$ cat config.mk
export PLATFORM = sky130hd
export DESIGN_NAME = fa32_mp_seq_flat
export DESIGN_NICKNAME = d
export VERILOG_FILES = /design/src/rtl/fa32_mp_seq_if.sv /design/src/rtl/fa32_mp_seq.sv /design/src/flat_wrapper.sv
export SDC_FILE = /design/constraint.sdc
export NUM_CORES = 1
export LEC_CHECK = 0
export CORE_MARGIN = 5
export CORE_UTILIZATION = 45
export CTS_CLUSTER_SIZE = 40
export DETAILED_ROUTE_END_ITERATION = 10
export GPL_TIMING_DRIVEN = 1
export PLACE_DENSITY = 0.74
export SYNTH_ARGS = -nofsm -noshare
export SYNTH_HDL_FRONTEND = slang
export SYNTH_SLANG_ARGS = --single-unit
$ cat constraint.sdc
create_clock -name clk -period 2.9 [get_ports clk]
set_input_delay 0.58 -clock clk [delete_from_list [all_inputs] [get_ports clk]]
set_output_delay 0.58 -clock clk [all_outputs]
set_load 0.005 [all_outputs]
$ cat src/rtl/fa32_mp_seq_if.sv
// Request/response channel bundle for the multi-precision add/subtract sequencer.
interface fa32_mp_seq_if #(
  parameter int WORDS = 4
);
  logic                  req_valid;
  logic                  req_ready;
  logic [WORDS*32-1:0]   req_a;
  logic [WORDS*32-1:0]   req_b;
  logic                  req_sub;
  logic                  rsp_valid;
  logic                  rsp_ready;
  logic [WORDS*32-1:0]   rsp_sum;
  logic                  rsp_cout;

  modport master (
    output req_valid, req_a, req_b, req_sub, rsp_ready,
    input  req_ready, rsp_valid, rsp_sum, rsp_cout
  );

  modport slave (
    input  req_valid, req_a, req_b, req_sub, rsp_ready,
    output req_ready, rsp_valid, rsp_sum, rsp_cout
  );
endinterface

$ cat src/rtl/fa32_mp_seq.sv
// Multi-precision add/subtract sequencer: feeds an external 32-bit adder one word
// per cycle, LSW first, chaining the carry through a register.
module fa32_mp_seq #(
  parameter int WORDS = 4,
  parameter int IW    = 4
) (
  input  logic                clk,
  input  logic                rst_n,
  fa32_mp_seq_if.slave        bus,
  output logic [31:0]         add_a,
  output logic [31:0]         add_b,
  output logic                add_cin,
  input  logic [31:0]         add_sum,
  input  logic                add_cout,
  output logic                busy
);

  typedef enum logic [1:0] {IDLE, RUN, DONE} state_t;

  state_t                 state, state_n;
  logic [IW-1:0]          idx;
  logic                   carry;
  logic [WORDS-1:0][31:0] a_reg;
  logic [WORDS-1:0][31:0] b_reg;
  logic [WORDS-1:0][31:0] sum_reg;
  logic                   cout_reg;
  logic                   last;

  assign last          = (idx == IW'(WORDS - 1));
  assign busy          = (state != IDLE);
  assign bus.req_ready = (state == IDLE);
  assign bus.rsp_valid = (state == DONE);
  assign bus.rsp_sum   = sum_reg;
  assign bus.rsp_cout  = cout_reg;

  always_comb begin
    state_n = state;
    case (state)
      IDLE:    if (bus.req_valid) state_n = RUN;
      RUN:     if (last) state_n = DONE;
      DONE:    if (bus.rsp_ready) state_n = IDLE;
      default: state_n = IDLE;
    endcase
  end

  // Word mux into the adder; the adder sees zeros whenever it is not in use.
  always_comb begin
    add_a   = '0;
    add_b   = '0;
    add_cin = 1'b0;
    if (state == RUN) begin
      add_cin = carry;
      for (int w = 0; w < WORDS; w++) begin
        if (idx == IW'(w)) begin
          add_a = a_reg[w];
          add_b = b_reg[w];
        end
      end
    end
  end

  always_ff @(posedge clk) begin
    if (!rst_n) begin
      state    <= IDLE;
      idx      <= '0;
      carry    <= 1'b0;
      a_reg    <= '0;
      b_reg    <= '0;
      sum_reg  <= '0;
      cout_reg <= 1'b0;
    end else begin
      state <= state_n;
      case (state)
        IDLE: begin
          if (bus.req_valid) begin
            a_reg <= bus.req_a;
            // Subtraction is A + ~B + 1, so invert B once on capture.
            b_reg <= bus.req_sub ? ~bus.req_b : bus.req_b;
            carry <= bus.req_sub;
            idx   <= '0;
          end
        end
        RUN: begin
          for (int w = 0; w < WORDS; w++) begin
            if (idx == IW'(w)) sum_reg[w] <= add_sum;
          end
          carry <= add_cout;
          if (last) cout_reg <= add_cout;
          else      idx      <= idx + IW'(1);
        end
        default: ;
      endcase
    end
  end

endmodule
$ cat src/flat_wrapper.sv
// flat-port wrapper written by rule: the top's interface ports become plain ports
module fa32_mp_seq_flat 
#(
  parameter int WORDS = 4,
  parameter int IW    = 4
)
  (clk, rst_n, add_a, add_b, add_cin, add_sum, add_cout, busy, bus_req_valid, bus_req_a, bus_req_b, bus_req_sub, bus_rsp_ready, bus_req_ready, bus_rsp_valid, bus_rsp_sum, bus_rsp_cout);
  fa32_mp_seq_if #(.WORDS(WORDS)) bus_i ();
  input  logic clk;
  input  logic rst_n;
  output logic [31:0] add_a;
  output logic [31:0] add_b;
  output logic add_cin;
  input  logic [31:0] add_sum;
  input  logic add_cout;
  output logic busy;
  input wire logic [$bits(bus_i.req_valid)-1:0] bus_req_valid;
  input wire logic [$bits(bus_i.req_a)-1:0] bus_req_a;
  input wire logic [$bits(bus_i.req_b)-1:0] bus_req_b;
  input wire logic [$bits(bus_i.req_sub)-1:0] bus_req_sub;
  input wire logic [$bits(bus_i.rsp_ready)-1:0] bus_rsp_ready;
  output wire logic [$bits(bus_i.req_ready)-1:0] bus_req_ready;
  output wire logic [$bits(bus_i.rsp_valid)-1:0] bus_rsp_valid;
  output wire logic [$bits(bus_i.rsp_sum)-1:0] bus_rsp_sum;
  output wire logic [$bits(bus_i.rsp_cout)-1:0] bus_rsp_cout;
  assign bus_i.req_valid = bus_req_valid;
  assign bus_i.req_a = bus_req_a;
  assign bus_i.req_b = bus_req_b;
  assign bus_i.req_sub = bus_req_sub;
  assign bus_i.rsp_ready = bus_rsp_ready;
  assign bus_req_ready = bus_i.req_ready;
  assign bus_rsp_valid = bus_i.rsp_valid;
  assign bus_rsp_sum = bus_i.rsp_sum;
  assign bus_rsp_cout = bus_i.rsp_cout;
  fa32_mp_seq #(.WORDS(WORDS), .IW(IW)) u_core (.clk(clk), .rst_n(rst_n), .bus(bus_i), .add_a(add_a), .add_b(add_b), .add_cin(add_cin), .add_sum(add_sum), .add_cout(add_cout), .busy(busy));
endmodule
==> results of run 1 <==
## through the flow
step                instances  hold WS, ns  setup TNS, ns   util  area, um^2
finish                   3053        0.449          -1.32  0.639       24700
global route             3048        0.473          -6.44  0.638       24700
global placement         2928        0.439              0  0.587       22700
CTS                      3031        0.449          -2.85  0.630       24400
detailed placement       2928        0.441              0  0.587       22700
floorplan                2078        0.431              0      -       17600
## cell type report
type	count	area [um^2]
clock buffer	65	1250
multi-input combinational	1456	8710
tap	518	648
inverter	9	41.3
fill	3153	14000
antenna	12	30.0
sequential	392	7850
timing repair buffer	591	6090
clock inverter	10	60.1
## worst paths after layout
kind              depth (start not counted)  slack [ns]                           from                            end
setup / recovery                         10       -0.07     u_core.idx[0]$_SDFFE_PN0P_                       add_a[4]
hold / removal                            2        0.45  u_core.a_reg[86]$_SDFFE_PN0P_  u_core.a_reg[86]$_SDFFE_PN0P_
setup reg to reg                          7        0.32     u_core.idx[0]$_SDFFE_PN0P_     u_core.idx[1]$_SDFFE_PN0P_
hold reg to reg                           2        0.45  u_core.a_reg[86]$_SDFFE_PN0P_  u_core.a_reg[86]$_SDFFE_PN0P_
## Yosys cell counts
master     number  area share
nand2b_1       64       0.023
dfxtp_1       392        0.45
or2_1           1     0.00036
ha_1            4      0.0028
o21ai_1       111       0.032
buf_6          40       0.026
buf_4          28       0.012
nor3b_1         2     0.00085
buf_1           7      0.0015
o311a_1         1     0.00057
nor2_8          1      0.0011
or4b_4          1     0.00078
a2bb2oi_1       1     0.00050
nor3b_4         1      0.0011
nand2_1       260       0.056
nor4_1          1     0.00036
a31oi_1         3      0.0011
nand3_1       131       0.037
or3_1           1     0.00036
xnor2_1       128       0.064
inv_1           9      0.0019
clkbuf_1       83       0.018
o21ai_0        22      0.0063
or4b_1          1     0.00057
nor2_1        130       0.028
a21oi_1       323       0.092
buf_2          63       0.018
a211o_1         1     0.00050
o2bb2ai_1      63       0.031
nor4b_4         1      0.0014
nor4b_2         1     0.00085
nand4_1         1     0.00036
o21bai_1        1     0.00043
nor4bb_1        2      0.0011
o21a_1          1     0.00043
a32o_1         63       0.036
and2_1          1     0.00036
nor2_2          1     0.00036
or3b_2          1     0.00050
nor2b_1         4      0.0014
a211oi_1      128       0.055
## layer usage
metal,share of wire,vias to the layer above
met5,0.0010,-
met2,0.47,850
met3,0.088,168
met1,0.40,8163
met4,0.041,12
li1,-,8167
## worst max-delay path: stages, from the launching register on
cell and delay, ns:
dfxtp_2 0.33, buf_6 0.13, ha_4 0.17, nor4b_4 0.28, buf_6 0.18, buf_12 0.13, buf_16 0.11, buf_8 0.11
o2bb2ai_2 0.10, a32o_1 0.18, buf_2 0.13
## repair_timing
item / 4_1_cts / 5_1_grt
buffers inserted: 21 / 8
setup endpoints to repair: 64 / 64
gates cloned: 7 / 4
pin swaps: 56 / 31
resized for setup: 321 / 37
## power breakdown
| part | internal (mW) | switching [mW] | leakage (nW) |
|---|---|---|---|
| Clock | 2.97 | 2.18 | 0.632 |
| Combinational | 1.24 | 1.16 | 4.87 |
| Sequential | 5.69 | 0.186 | 3.21 |
| Total | 9.89 | 3.52 | 8.71 |
## logic make-up (layout without fill, tap and decap cells)
family                   after synthesis  count (layout)  synth area share
AO/OA/AOI/OAI                        718             718             0.255
XOR/XNOR                             128             128            0.0638
adder cells (fa/ha/maj)                4               4           0.00285
buffers and inverters                230             675            0.0766
flip-flops                           392             392             0.446
other                                  0              12                 0
AND/OR/NAND/NOR                      606             606             0.155
==> impl_results.md, run 1 <==
- Most common cell after layout, fill and taps aside: clkdlybuf4s50_1
- Synthesized net count: 2376
- Core area: 0.0386 mm^2
- Max Slew Vio Count: 0
- Rows: 72
- Starting density of the core: 0.455
- Final net count: 2791
- Crit. End Element: primary output
- Period utilization: 1.02
- Routing usage on met2: 0.444
- Total congestion overflow: 0
- TritonRoute pass-1 iters: 6
- Area growth syn-to-layout: 40.4%
- Worst Tran Pin Value: 1.12 ns
- #FFs+latches synth: 392
- Sink Count: 392
- # H-tree levels: 2
- P per Cell Area: 543 mW/mm^2
- Total track usage: 0.267
- Final hold violation count: 0
- Dpl ws: 0.0509 ns
- Post-synthesis cell count: 2078
- Gr busiest metal: met2
- YS warnings: 0
- Number of port buffers: 490
- Seq/Total Area, Yosys: 0.446
- Drt initial violations: 1615
- Num CTS Buffers: 43
- Placer Congestion: 0.903
- DP HPWL: 41.3 mm
- Avg WL per Cell: 20.6 um
- Unique masters post-synth: 41
- Final WL: 62.8 mm
- First-pass GRT wire length: 94.5 mm
- Worst vdd ir: 0.411 mV
- Syn_area_per_cell: 8.46 um^2
- Crit start category: flip-flop
- Clock buffer depth: 3
- Clk_lat worst skew: 0.54 ns
- Met3 usage: 0.0704
- Worst Path Required: 2.32 ns
- Clock slew at the register clock pins of the worst setup and hold paths: 0.06 ns
- Min cycle time layout: 2.97 ns
- Share of cells above drive strength 1: 0.120
- Post-Syn Area: 0.0176 mm^2
- Slew HR: 0.250
- Final setup viols: 41
- CTS tree: yes
- Fin worst setup slack: -0.0694 ns
- Status: complete, but fails checks
- Antenna viol nets, final: 0
- Hold crit path type: flip-flop to flip-flop
- # DRC: 0
- GR Util met1: 0.334
- Setup Skew: 0.0197 ns
- Crit Path Category: flip-flop to primary output
- Violated checks: setup timing
- Most frequent cells in the layout: clkdlybuf4s50_1, dfxtp_1, a21oi_1
- Die Area: 0.0431 mm^2
- RSZ-0062 raised after global routing: yes
- Max Cap Violations: 0
- Via Count: 17400
- CTS Hold Bufs: 0
- Critical Path AT: 2.39 ns
- Clk root buf: clkbuf_16
- FMAX: 337 MHz
- Largest net degree at the start of global routing: 124
- Post-layout total power: 13.4 mW
- CP max FO: 4
- Via density: 5.69
- Initial antenna violation count: 18
- Vias in the first global route: 16500
- Die Width: 208 um
- Leak: 8.71 nW
- Die Span Y: 208 um
- Top Ports: 491
Power figures use the tool's default switching activity.
==> run 2: changes to the inputs <==
--- a/config.mk
+++ b/config.mk
@@ -5,7 +5,7 @@
 export SDC_FILE = /design/constraint.sdc
 export NUM_CORES = 1
 export LEC_CHECK = 0
-export CORE_MARGIN = 5
+export CORE_MARGIN = 3
 export CORE_UTILIZATION = 45
 export CTS_CLUSTER_SIZE = 40
 export DETAILED_ROUTE_END_ITERATION = 10
==> impl_results.md, run 2 (synthesized netlist as in run 1, its figures left out) <==
- Rows: 71 (-1.4%)
- Min cycle time layout: 3.00 ns (+0.0296 ns)
- Crit start category: flip-flop
- Most common cell after layout, fill and taps aside: clkdlybuf4s50_1
- Sink Count: 392 (unchanged)
- Crit. End Element: primary output
- Clk root buf: clkbuf_16
- Final Core Density: 0.667 (+0.0279)
- Drt initial violations: 1597 (-1.1%)
- Placed insts: 2912 (-0.55%)
- Worst vdd ir: 0.349 mV (-15%)
- Clock slew at the register clock pins of the worst setup and hold paths: 0.06 ns (about the same)
- FMAX: 333 MHz (-0.99%)
- Die Area: 0.0415 mm^2 (-3.8%)
- Via density: 5.72 (+0.60%)
- Die Span Y: 204 um (-1.9%)
- Slew HR: 0.252 (+0.00153)
- CTS tree: yes
- Final hold violation count: 0 (unchanged)
- P per Cell Area: 554 mW/mm^2 (+1.9%)
- Status: complete, but fails checks
- Largest net degree at the start of global routing: 130 (+4.8%)
- Max Cap Violations: 0 (unchanged)
- Hold crit path type: flip-flop to flip-flop
- Setup TNS: -2.74 ns (-1.41 ns)
- Fin worst setup slack: -0.0990 ns (-0.0296 ns)
- Non-Filler Instances: 3076 (+0.75%)
- Avg WL per Cell: 21.9 um (+6.4%)
- Placer Congestion: 0.855 (-5.3%)
- Initial antenna violation count: 19 (+1)
- Starting density of the core: 0.461 (+0.00641)
- Critical Path AT: 2.42 ns (+0.03 ns)
- Final net count: 2813 (+0.79%)
- Antenna viol nets, final: 0 (unchanged)
- Max Slew Vio Count: 0 (unchanged)
- Worst Path Required: 2.32 ns (about the same)
- # H-tree levels: 2 (unchanged)
- Top Ports: 491 (unchanged)
- Placed cell areas: 0.0226 mm^2 (-0.34%)
- Clk_lat worst skew: 0.57 ns (+0.03 ns)
- Post-route cell area: 0.0254 mm^2 (+2.9%)
- Post-layout total power: 14.1 mW (+4.9%)
- Dpl ws: 0.0381 ns (-0.0128 ns)
- Worst Tran Pin Value: 1.12 ns (-0.00229 ns)
- Most frequent cells in the layout: clkdlybuf4s50_1, dfxtp_1, a21oi_1
- Leak: 9.07 nW (+4.1%)
- TritonRoute pass-1 iters: 5 (-1)
- First-pass GRT wire length: 97.3 mm (+2.9%)
- Via Count: 17600 (+1.4%)
- Final WL: 67.4 mm (+7.2%)
- Crit Path Category: flip-flop to primary output
- RSZ-0062 raised after global routing: yes
- Num CTS Buffers: 44 (+2.3%)
- Die Width: 204 um (-1.9%)
- Clock buffer depth: 3 (unchanged)
- DP HPWL: 41.0 mm (-0.78%)
- Period utilization: 1.03 (+0.0102)
- Total congestion overflow: 0 (unchanged)
- Violated checks: setup timing
- # DRC: 0 (unchanged)
- Total track usage: 0.299 (+0.0319)
- Area growth syn-to-layout: 44.5%
- Share of cells above drive strength 1: 0.135 (+0.0149)
- Core area: 0.0381 mm^2 (-1.4%)
- Setup Skew: 0.0156 ns (-0.00410 ns)
- Number of port buffers: 490 (unchanged)
- Final setup viols: 47 (+15%)
- Vias in the first global route: 17000 (+2.6%)
- CP max FO: 7 (+3)
- Min Hold Slack: 0.452 ns (+0.00282 ns)
- CTS Hold Bufs: 0 (unchanged)
run 2: cell type report:
cell class | count | area [um^2]
flip-flops and latches | 392 | 7860
clock buffers | 69 | 1350
fillers | 3070 | 12700
repair buffers | 612 | 6550
inverters | 9 | 48.8
multi-input cells | 1456 | 8760
well taps | 511 | 639
diodes | 17 | 42.5
clock inverters | 10 | 154
run 2: report_power, final:
group | internal (mW) | switching [mW]
combinational | 1.22 | 1.19
clock | 3.53 | 2.26
sequential | 5.69 | 0.182
run 2: final timing paths:
check / start / to / slack (ns) / depth (start not counted)
worst min register to register: u_core.a_reg[71]$_SDFFE_PN0P_ / u_core.a_reg[71]$_SDFFE_PN0P_ / 0.45 / 2
worst max register to register: u_core.idx[1]$_SDFFE_PN0P_ / u_core.bus.rsp_sum[95]$_SDFFE_PN0P_ / 0.25 / 8
worst min-delay path: u_core.a_reg[71]$_SDFFE_PN0P_ / u_core.a_reg[71]$_SDFFE_PN0P_ / 0.45 / 2
worst max-delay path: u_core.idx[1]$_SDFFE_PN0P_ / add_b[0] / -0.1 / 10
run 2: metal layers:
| layer | GRT usage | part of all wire | vias up |
|---|---|---|---|
| met3 | 0.0820 | 0.096 | 197 |
| met2 | 0.486 | 0.47 | 909 |
| met4 | 0.149 | 0.050 | 8 |
| met5 | 0 | 0.00094 | - |
| li1 | - | - | 8208 |
| met1 | 0.366 | 0.38 | 8274 |
run 2: worst max-delay path, stage by stage, from the launching register on:
cell and delay [ns]:
dfxtp_4 0.37, inv_4 0.05, ha_4 0.17, nor4b_4 0.27, buf_6 0.14, buf_12 0.12, buf_16 0.13, buf_8 0.14
o2bb2ai_2 0.11, a32o_2 0.21, buf_2 0.12
run 2: timing repair:
| action | in CTS | in global routing |
|---|---|---|
| cloned | 13 | 7 |
| gates resized for setup | 328 | 76 |
| pin swaps | 54 | 60 |
| endpoints found under the setup margin | 64 | 64 |
| buffers inserted | 44 | 12 |
